**src/rtl/hw_monitor_pkg.sv**
```systemverilog
// hw_monitor_pkg
// Shared definitions for the hardware-monitor slice: the sensor collector's
// FSM state type, the per-channel status-word field positions (also used by
// the downstream APB register block), sensor type codes and two small helpers
// that build updated status words.
package hw_monitor_pkg;

  typedef enum logic [2:0] {
    S_IDLE,
    S_ISSUE,
    S_WAIT,
    S_STORE,
    S_NEXT
  } collector_state_t;

  // Status word layout: {valid, timeout, count[5:0], data[23:0]}
  localparam int C_INFO_VALID_BIT = 31;
  localparam int C_INFO_TMO_BIT   = 30;
  localparam int C_INFO_CNT_MSB   = 29;
  localparam int C_INFO_CNT_LSB   = 24;
  localparam int C_INFO_DATA_MSB  = 23;
  localparam int C_INFO_DATA_LSB  = 0;

  localparam logic C_SENSOR_VOLT = 1'b0;
  localparam logic C_SENSOR_TEMP = 1'b1;

  // A good sample: mark valid, clear timeout, bump the wrapping count.
  function automatic logic [31:0] info_store(input logic [31:0] old_word,
                                             input logic [23:0] sample);
    logic [31:0] w;
    w = old_word;
    w[C_INFO_VALID_BIT] = 1'b1;
    w[C_INFO_TMO_BIT]   = 1'b0;
    w[C_INFO_CNT_MSB:C_INFO_CNT_LSB] = old_word[C_INFO_CNT_MSB:C_INFO_CNT_LSB] + 6'd1;
    w[C_INFO_DATA_MSB:C_INFO_DATA_LSB] = sample;
    return w;
  endfunction

  // A timed-out attempt only raises the timeout flag; history is kept.
  function automatic logic [31:0] info_timeout(input logic [31:0] old_word);
    logic [31:0] w;
    w = old_word;
    w[C_INFO_TMO_BIT] = 1'b1;
    return w;
  endfunction

endpackage

```
**src/rtl/hw_sensor_timer.sv**
```systemverilog
// hw_sensor_timer
// Generic up-counter 0..P_COUNT-1 with a terminal-count pulse.
// Ports:
//   clk, reset  : clock, asynchronous active-low reset
//   clear       : synchronous return to 0 (has priority over enable)
//   enable      : count this cycle
//   tc          : high while enabled and at P_COUNT-1 (counter wraps on it)
module hw_sensor_timer #(
  parameter int P_COUNT = 16
) (
  input  logic clk,
  input  logic reset,
  input  logic clear,
  input  logic enable,
  output logic tc
);

  localparam int W = (P_COUNT > 1) ? $clog2(P_COUNT) : 1;
  localparam logic [W-1:0] C_LAST = W'(P_COUNT - 1);

  logic [W-1:0] count;

  assign tc = enable && (count == C_LAST);

  // Counter register; wraps to zero on the terminal count.
  always_ff @(posedge clk or negedge reset) begin
    if (!reset) begin
      count <= '0;
    end else if (clear) begin
      count <= '0;
    end else if (enable) begin
      count <= (count == C_LAST) ? '0 : count + W'(1);
    end
  end

endmodule

```
**src/rtl/hw_sensor_collector.sv**
```systemverilog
// hw_sensor_collector
// Periodically scans all voltage then all temperature sensor channels using a
// command/response handshake and keeps one status word per channel.
// Ports:
//   clk, reset                     : clock, asynchronous active-low reset
//   enable                         : allows new scans to start
//   cmd_valid/ready/sensor/channel : request to the sensor
//   rsp_valid/sensor/channel/data  : response strobe from the sensor
//   voltage_info, temperature_info : per-channel status words
//   scan_done                      : one-cycle pulse at scan end
//   overrun                        : sticky, a period tick was lost
module hw_sensor_collector
  import hw_monitor_pkg::*;
#(
  parameter int P_NO_CH_VOLT  = 9,
  parameter int P_NO_CH_TEMP  = 5,
  parameter int P_SCAN_PERIOD = 100000,
  parameter int P_TIMEOUT     = 4096
) (
  input  logic                          clk,
  input  logic                          reset,
  input  logic                          enable,
  output logic                          cmd_valid,
  input  logic                          cmd_ready,
  output logic                          cmd_sensor,
  output logic [3:0]                    cmd_channel,
  input  logic                          rsp_valid,
  input  logic                          rsp_sensor,
  input  logic [3:0]                    rsp_channel,
  input  logic [23:0]                   rsp_data,
  output logic [P_NO_CH_VOLT-1:0][31:0] voltage_info,
  output logic [P_NO_CH_TEMP-1:0][31:0] temperature_info,
  output logic                          scan_done,
  output logic                          overrun
);

  collector_state_t state, state_next;
  logic       cur_sensor;
  logic [3:0] cur_channel;
  logic       tick_pending;
  logic       period_tick;
  logic       wait_tc;
  logic       rsp_match;
  logic       last_channel;
  logic       start_scan;
  logic       in_wait;

  assign in_wait      = (state == S_WAIT);
  assign rsp_match    = rsp_valid && (rsp_sensor == cur_sensor) && (rsp_channel == cur_channel);
  assign last_channel = (cur_sensor == C_SENSOR_TEMP) && (cur_channel == 4'(P_NO_CH_TEMP - 1));
  assign start_scan   = (state == S_IDLE) && enable && tick_pending;
  assign cmd_sensor   = cur_sensor;
  assign cmd_channel  = cur_channel;

  hw_sensor_timer #(.P_COUNT(P_SCAN_PERIOD)) u_period_timer (
    .clk    (clk),
    .reset  (reset),
    .clear  (1'b0),
    .enable (1'b1),
    .tc     (period_tick)
  );

  // Held at zero outside WAIT so every wait starts counting from 0.
  hw_sensor_timer #(.P_COUNT(P_TIMEOUT)) u_timeout_timer (
    .clk    (clk),
    .reset  (reset),
    .clear  (!in_wait),
    .enable (in_wait),
    .tc     (wait_tc)
  );

  // Scan sequencer state register.
  always_ff @(posedge clk or negedge reset) begin
    if (!reset) begin
      state <= S_IDLE;
    end else begin
      state <= state_next;
    end
  end

  // Next state and request strobe. A matching response beats a simultaneous timeout.
  always_comb begin
    state_next = state;
    cmd_valid  = 1'b0;
    case (state)
      S_IDLE:  if (start_scan) state_next = S_ISSUE;
      S_ISSUE: begin
        cmd_valid = 1'b1;
        if (cmd_ready) state_next = S_WAIT;
      end
      S_WAIT: begin
        if (rsp_match) state_next = S_STORE;
        else if (wait_tc) state_next = S_NEXT;
      end
      S_STORE: state_next = S_NEXT;
      S_NEXT:  state_next = last_channel ? S_IDLE : S_ISSUE;
      default: state_next = S_IDLE;
    endcase
  end

  // Channel index: voltage 0..N-1, then temperature 0..M-1.
  always_ff @(posedge clk or negedge reset) begin
    if (!reset) begin
      cur_sensor  <= C_SENSOR_VOLT;
      cur_channel <= 4'd0;
    end else if (start_scan) begin
      cur_sensor  <= C_SENSOR_VOLT;
      cur_channel <= 4'd0;
    end else if ((state == S_NEXT) && !last_channel) begin
      if ((cur_sensor == C_SENSOR_VOLT) && (cur_channel == 4'(P_NO_CH_VOLT - 1))) begin
        cur_sensor  <= C_SENSOR_TEMP;
        cur_channel <= 4'd0;
      end else begin
        cur_channel <= cur_channel + 4'd1;
      end
    end
  end

  // Status words are written on leaving WAIT, so the update is visible in STORE
  // (or in NEXT after a timeout). Responses outside WAIT never reach here.
  always_ff @(posedge clk or negedge reset) begin
    if (!reset) begin
      voltage_info     <= '0;
      temperature_info <= '0;
    end else if (in_wait) begin
      for (int i = 0; i < P_NO_CH_VOLT; i++) begin
        if ((cur_sensor == C_SENSOR_VOLT) && (cur_channel == 4'(i))) begin
          if (rsp_match) voltage_info[i] <= info_store(voltage_info[i], rsp_data);
          else if (wait_tc) voltage_info[i] <= info_timeout(voltage_info[i]);
        end
      end
      for (int i = 0; i < P_NO_CH_TEMP; i++) begin
        if ((cur_sensor == C_SENSOR_TEMP) && (cur_channel == 4'(i))) begin
          if (rsp_match) temperature_info[i] <= info_store(temperature_info[i], rsp_data);
          else if (wait_tc) temperature_info[i] <= info_timeout(temperature_info[i]);
        end
      end
    end
  end

  // Period bookkeeping: at most one tick is remembered; a second one while a
  // scan is still busy is lost and flagged. A fresh tick outranks the clear.
  always_ff @(posedge clk or negedge reset) begin
    if (!reset) begin
      tick_pending <= 1'b0;
      overrun      <= 1'b0;
      scan_done    <= 1'b0;
    end else begin
      scan_done <= (state == S_NEXT) && last_channel;
      if (period_tick) begin
        tick_pending <= 1'b1;
        if ((state != S_IDLE) && tick_pending) overrun <= 1'b1;
      end else if (start_scan) begin
        tick_pending <= 1'b0;
      end
    end
  end

endmodule

```
**config.mk**
```make
export PLATFORM = sky130hd
export DESIGN_NAME = hw_sensor_collector
export DESIGN_NICKNAME = d
export VERILOG_FILES = /design/src/rtl/hw_monitor_pkg.sv /design/src/rtl/hw_sensor_timer.sv /design/src/rtl/hw_sensor_collector.sv
export SDC_FILE = /design/constraint.sdc
export NUM_CORES = 1
export LEC_CHECK = 0
export ABC_AREA = 1
export CORE_UTILIZATION = 50
export CTS_BUF_LIST = sky130_fd_sc_hd__clkbuf_4 sky130_fd_sc_hd__clkbuf_8
export DETAILED_ROUTE_END_ITERATION = 8
export GPL_TIMING_DRIVEN = 0
export HOLD_SLACK_MARGIN = 0.15
export PLACE_DENSITY = 0.8
export RECOVER_POWER = 25
export REMOVE_ABC_BUFFERS = 1
export SYNTH_ARGS = -nofsm -noshare
export SYNTH_HDL_FRONTEND = slang
export SYNTH_SLANG_ARGS = --single-unit
```
**constraint.sdc**
```tcl
create_clock -name clk -period 5.21 [get_ports clk]
set_clock_uncertainty 0.05 [all_clocks]
set_input_delay 1.563 -clock clk [delete_from_list [all_inputs] [get_ports clk]]
set_output_delay 1.563 -clock clk [all_outputs]
set_load 0.005 [all_outputs]
```
==> impl_metrics.py <==
metrics = {
    "floorplanning": {
        "dieArea_um2": 42500,
        "coreArea_um2": 40900,
        "die_w_um": 206,
        "die_h_um": 206,
        "initial_core_util_pct": 50.9,
        "row_count": 74,
        "ios": 490,
    },
    "power_and_ir_drop": {
        "sequentialPowerShare_pct": 47.8,
        "power_frac_comb_pct": 8.9,
        "p_switching_mw": 2.22,
        "swShare_pct": 27.1,
        "p_leak_nw": 14.5,
        "internal_power_mw": 5.97,
        "power.density_nw_per_um2": 293,
        "power.total_mw": 8.18,
        "vdd_drop_max_v": 0.000251,
        "pwr-share-clk_pct": 43.3,
    },
    "synthesis": {
        "synth_top_area_cell": "dfrtp_1",
        "syn-cell-area_um2": 20800,
        "synth.mux.area_fraction_pct": 0,
        "synth-seq-area-share_pct": 58.6,
        "syn_area_per_cell_um2": 8.41,
        "synth_top_family_by_area": "simple AND/OR/NAND/NOR gates",
        "synth_xor_area_share_pct": 2.77,
        "synth_warnings": 0,
        "yosys.area_share.simple_pct": 30.3,
        "ys_seq_elements": 488,
        "async_reset_ff_share_pct": 100,
        "ys_types": 31,
        "synth_cells": 2476,
        "synth_fa_ha_area_share_pct": 1.20,
        "ys.flop_type": "dfrtp_1",
        "synth-compound-area-share_pct": 1.68,
        "synth_most_common_cell": "nand2_1",
        "synth_edf_count": 0,
        "ys_top_cells_by_count": "1,270 x nand2_1, 488 x dfrtp_1, 143 x inv_1",
        "synthTopCellsByArea": "dfrtp_1 59%, nand2_1 23%, inv_1 2.6%",
        "synth_top_area_share_pct": 58.6,
    },
    "finish": {
        "final_cell_area_um2": 27900,
        "seqCellArea_um2": 12200,
        "drive_gt1_share_pct": 7.27,
        "final_nets": 3007,
        "multi_input_area_um2": 7540,
        "area.growth.synth_to_final_pct": 34.0,
        "fillers": 3066,
        "fin_util_pct": 68.2,
    },
    "worst_hold_path": {
        "hold_class": "flip-flop to flip-flop",
        "hp-start": "u_timeout_timer.count[0]",
    },
    "clock_network": {
        "cts_resized": 0,
        "h-tree-depth": 3,
        "ctsHoldBuffers": 0,
        "clkSlewWorstSetupHoldPaths_ns": 0.06,
        "cts_root_buf": "clkbuf_8",
        "cts_buffer_depth": 3,
        "cts_tree": "built",
        "post_cts_buffers": 0,
        "clk_latency_ns": 0.64,
        "numClockSinks": 488,
        "numCtsBuffers": 82,
    },
    "setup_path": {
        "r2r-start": "cmd_sensor",
        "start_kind": "input port",
        "critPathCaptureType": "flip-flop",
        "cp.arrival_ns": 5.78,
        "critPathMaxFanout": 25,
        "cp.required_ns": 5.73,
        "critPathKind": "input port to flip-flop",
        "crit_start": "rsp_sensor",
        "ff2ff_setup_slack_ns": 0.61,
    },
    "drt": {
        "first_pass_iters": 6,
        "wl_per_cell_um": 20.5,
        "routed_wl_um": 72800,
        "antenna_left": 0,
        "viasPerCell": 5.37,
        "vias": 19000,
        "drtIter0Drc": 1519,
        "drc": 0,
    },
    "placed_design": {
        "placedInstanceArea_um2": 26200,
        "gp_congestion": 0.874,
        "port-buffer-count": 489,
        "dp_slack_ns": -0.647,
        "place_hpwl_um": 49200,
    },
    "global_route": {
        "grt_use_total_pct": 34.3,
        "grt_pass1_vias": 18700,
        "overflow": 0,
        "antenna_found_initial": 0,
        "grt_pass1_wl_um": 110000,
        "grt_max_degree": 117,
    },
    "timing": {
        "fmax_mhz": 190,
        "grt_setup_unrepaired": "yes",
        "period_minus_slack_ns": 5.26,
        "fin_crit_sh_pct": 101,
        "drv_slew": 315,
        "tightest_slew_ns": 2.20,
        "max_slew_margin_pct": -46.5,
        "setup_viol": 4,
        "hold_violations": 0,
        "fin_ws_ns": -0.0513,
    },
    "status": {
        "status": "finished, violations left",
        "violations": "capacitance limit, slew limit, setup timing",
    },
    "job": {
        "max-cap-violations": 3,
    },
}
[layout by cell type, fill, tap and decap left out, drive strengths merged, types with 20 or more instances in the layout]
| master | count |
|---|---|
| clkbuf | 128 |
| nand2 | 1277 |
| clkdlybuf4s50 | 487 |
| nand4 | 23 |
| inv | 149 |
| nor3 | 34 |
| ha | 20 |
| nor2 | 139 |
| nand3 | 97 |
| dfrtp | 488 |
| o21ai | 34 |
| xor2 | 48 |
[flip-flops by register name, summed over array words and instances (netlist names)]
signal / cells
temperature_info: 160
cmd_sensor: 1
overrun: 1
u_period_timer.count: 17
state: 3
u_timeout_timer.count: 12
tick_pending: 1
scan_done: 1
voltage_info: 288
cmd_channel: 4
[final cells by class]
type | instances | area share [%]
clock inverters | 18 | 0.390
multi-input cells | 1724 | 27.0
flip-flops and latches | 488 | 43.8
diodes | 1 | 0.00897
well taps | 532 | 2.39
repair buffers | 509 | 18.8
inverters | 148 | 1.99
clock buffers | 125 | 5.65
[cells by family after synthesis]
group                    count (synthesis)
AO/OA/AOI/OAI                           62
XOR/XNOR                                66
adder cells (fa/ha/maj)                 20
buffers and inverters                  264
flip-flops                             488
AND/OR/NAND/NOR                       1576
[final timing paths]
kind	endpoint	cells past startpoint
setup / recovery	voltage_info[105]	11
hold / removal	u_timeout_timer.count[0]	1
setup reg to reg	voltage_info[105]	10
hold reg to reg	u_timeout_timer.count[0]	1
max in group asynchronous	temperature_info[47]	3
min in group asynchronous	temperature_info[71]	1
[layer usage]
layer	global-route usage [%]	up-vias	routed length, um
met1	42.4	9349	27200
met2	53.2	975	33500
met5	0	-	0
met3	12.0	211	8140
li1	-	8498	-
met4	17.8	0	3880
[power by group through the flow]
stage / Sequential [mW] / Combinational [mW] / Clock, mW
finish: 3.91 / 0.732 / 3.54
global route: 3.92 / 0.804 / 3.74
CTS: 3.91 / 0.734 / 3.57
detailed placement: 3.98 / 0.729 / 0
global placement: 3.98 / 0.681 / 0
floorplan: 3.96 / 0.350 / 0
[through the flow]
stage,hold slack [ns],cells,TNS [ns]
3_5_place_dp,0.399,3400,-102.78
5_1_grt,0.431,3544,-23.45
2_1_floorplan,0.374,2360,0
4_1_cts,0.406,3543,0
3_3_place_gp,0.387,3381,-
6_report,0.403,3545,-0.0807
[worst max-delay path, cell delays in order]
cell	delay [ns]
clkdlybuf4s50_1	0.52
inv_1	0.05
nand2_1	0.05
nand2_1	0.06
nor2_1	0.22
inv_1	0.09
nor2_2	0.94
nand2_2	0.78
nor2_2	1.18
nand2_1	0.15
nand2_1	0.13
Note: power is estimated with default switching activity, not from simulation.
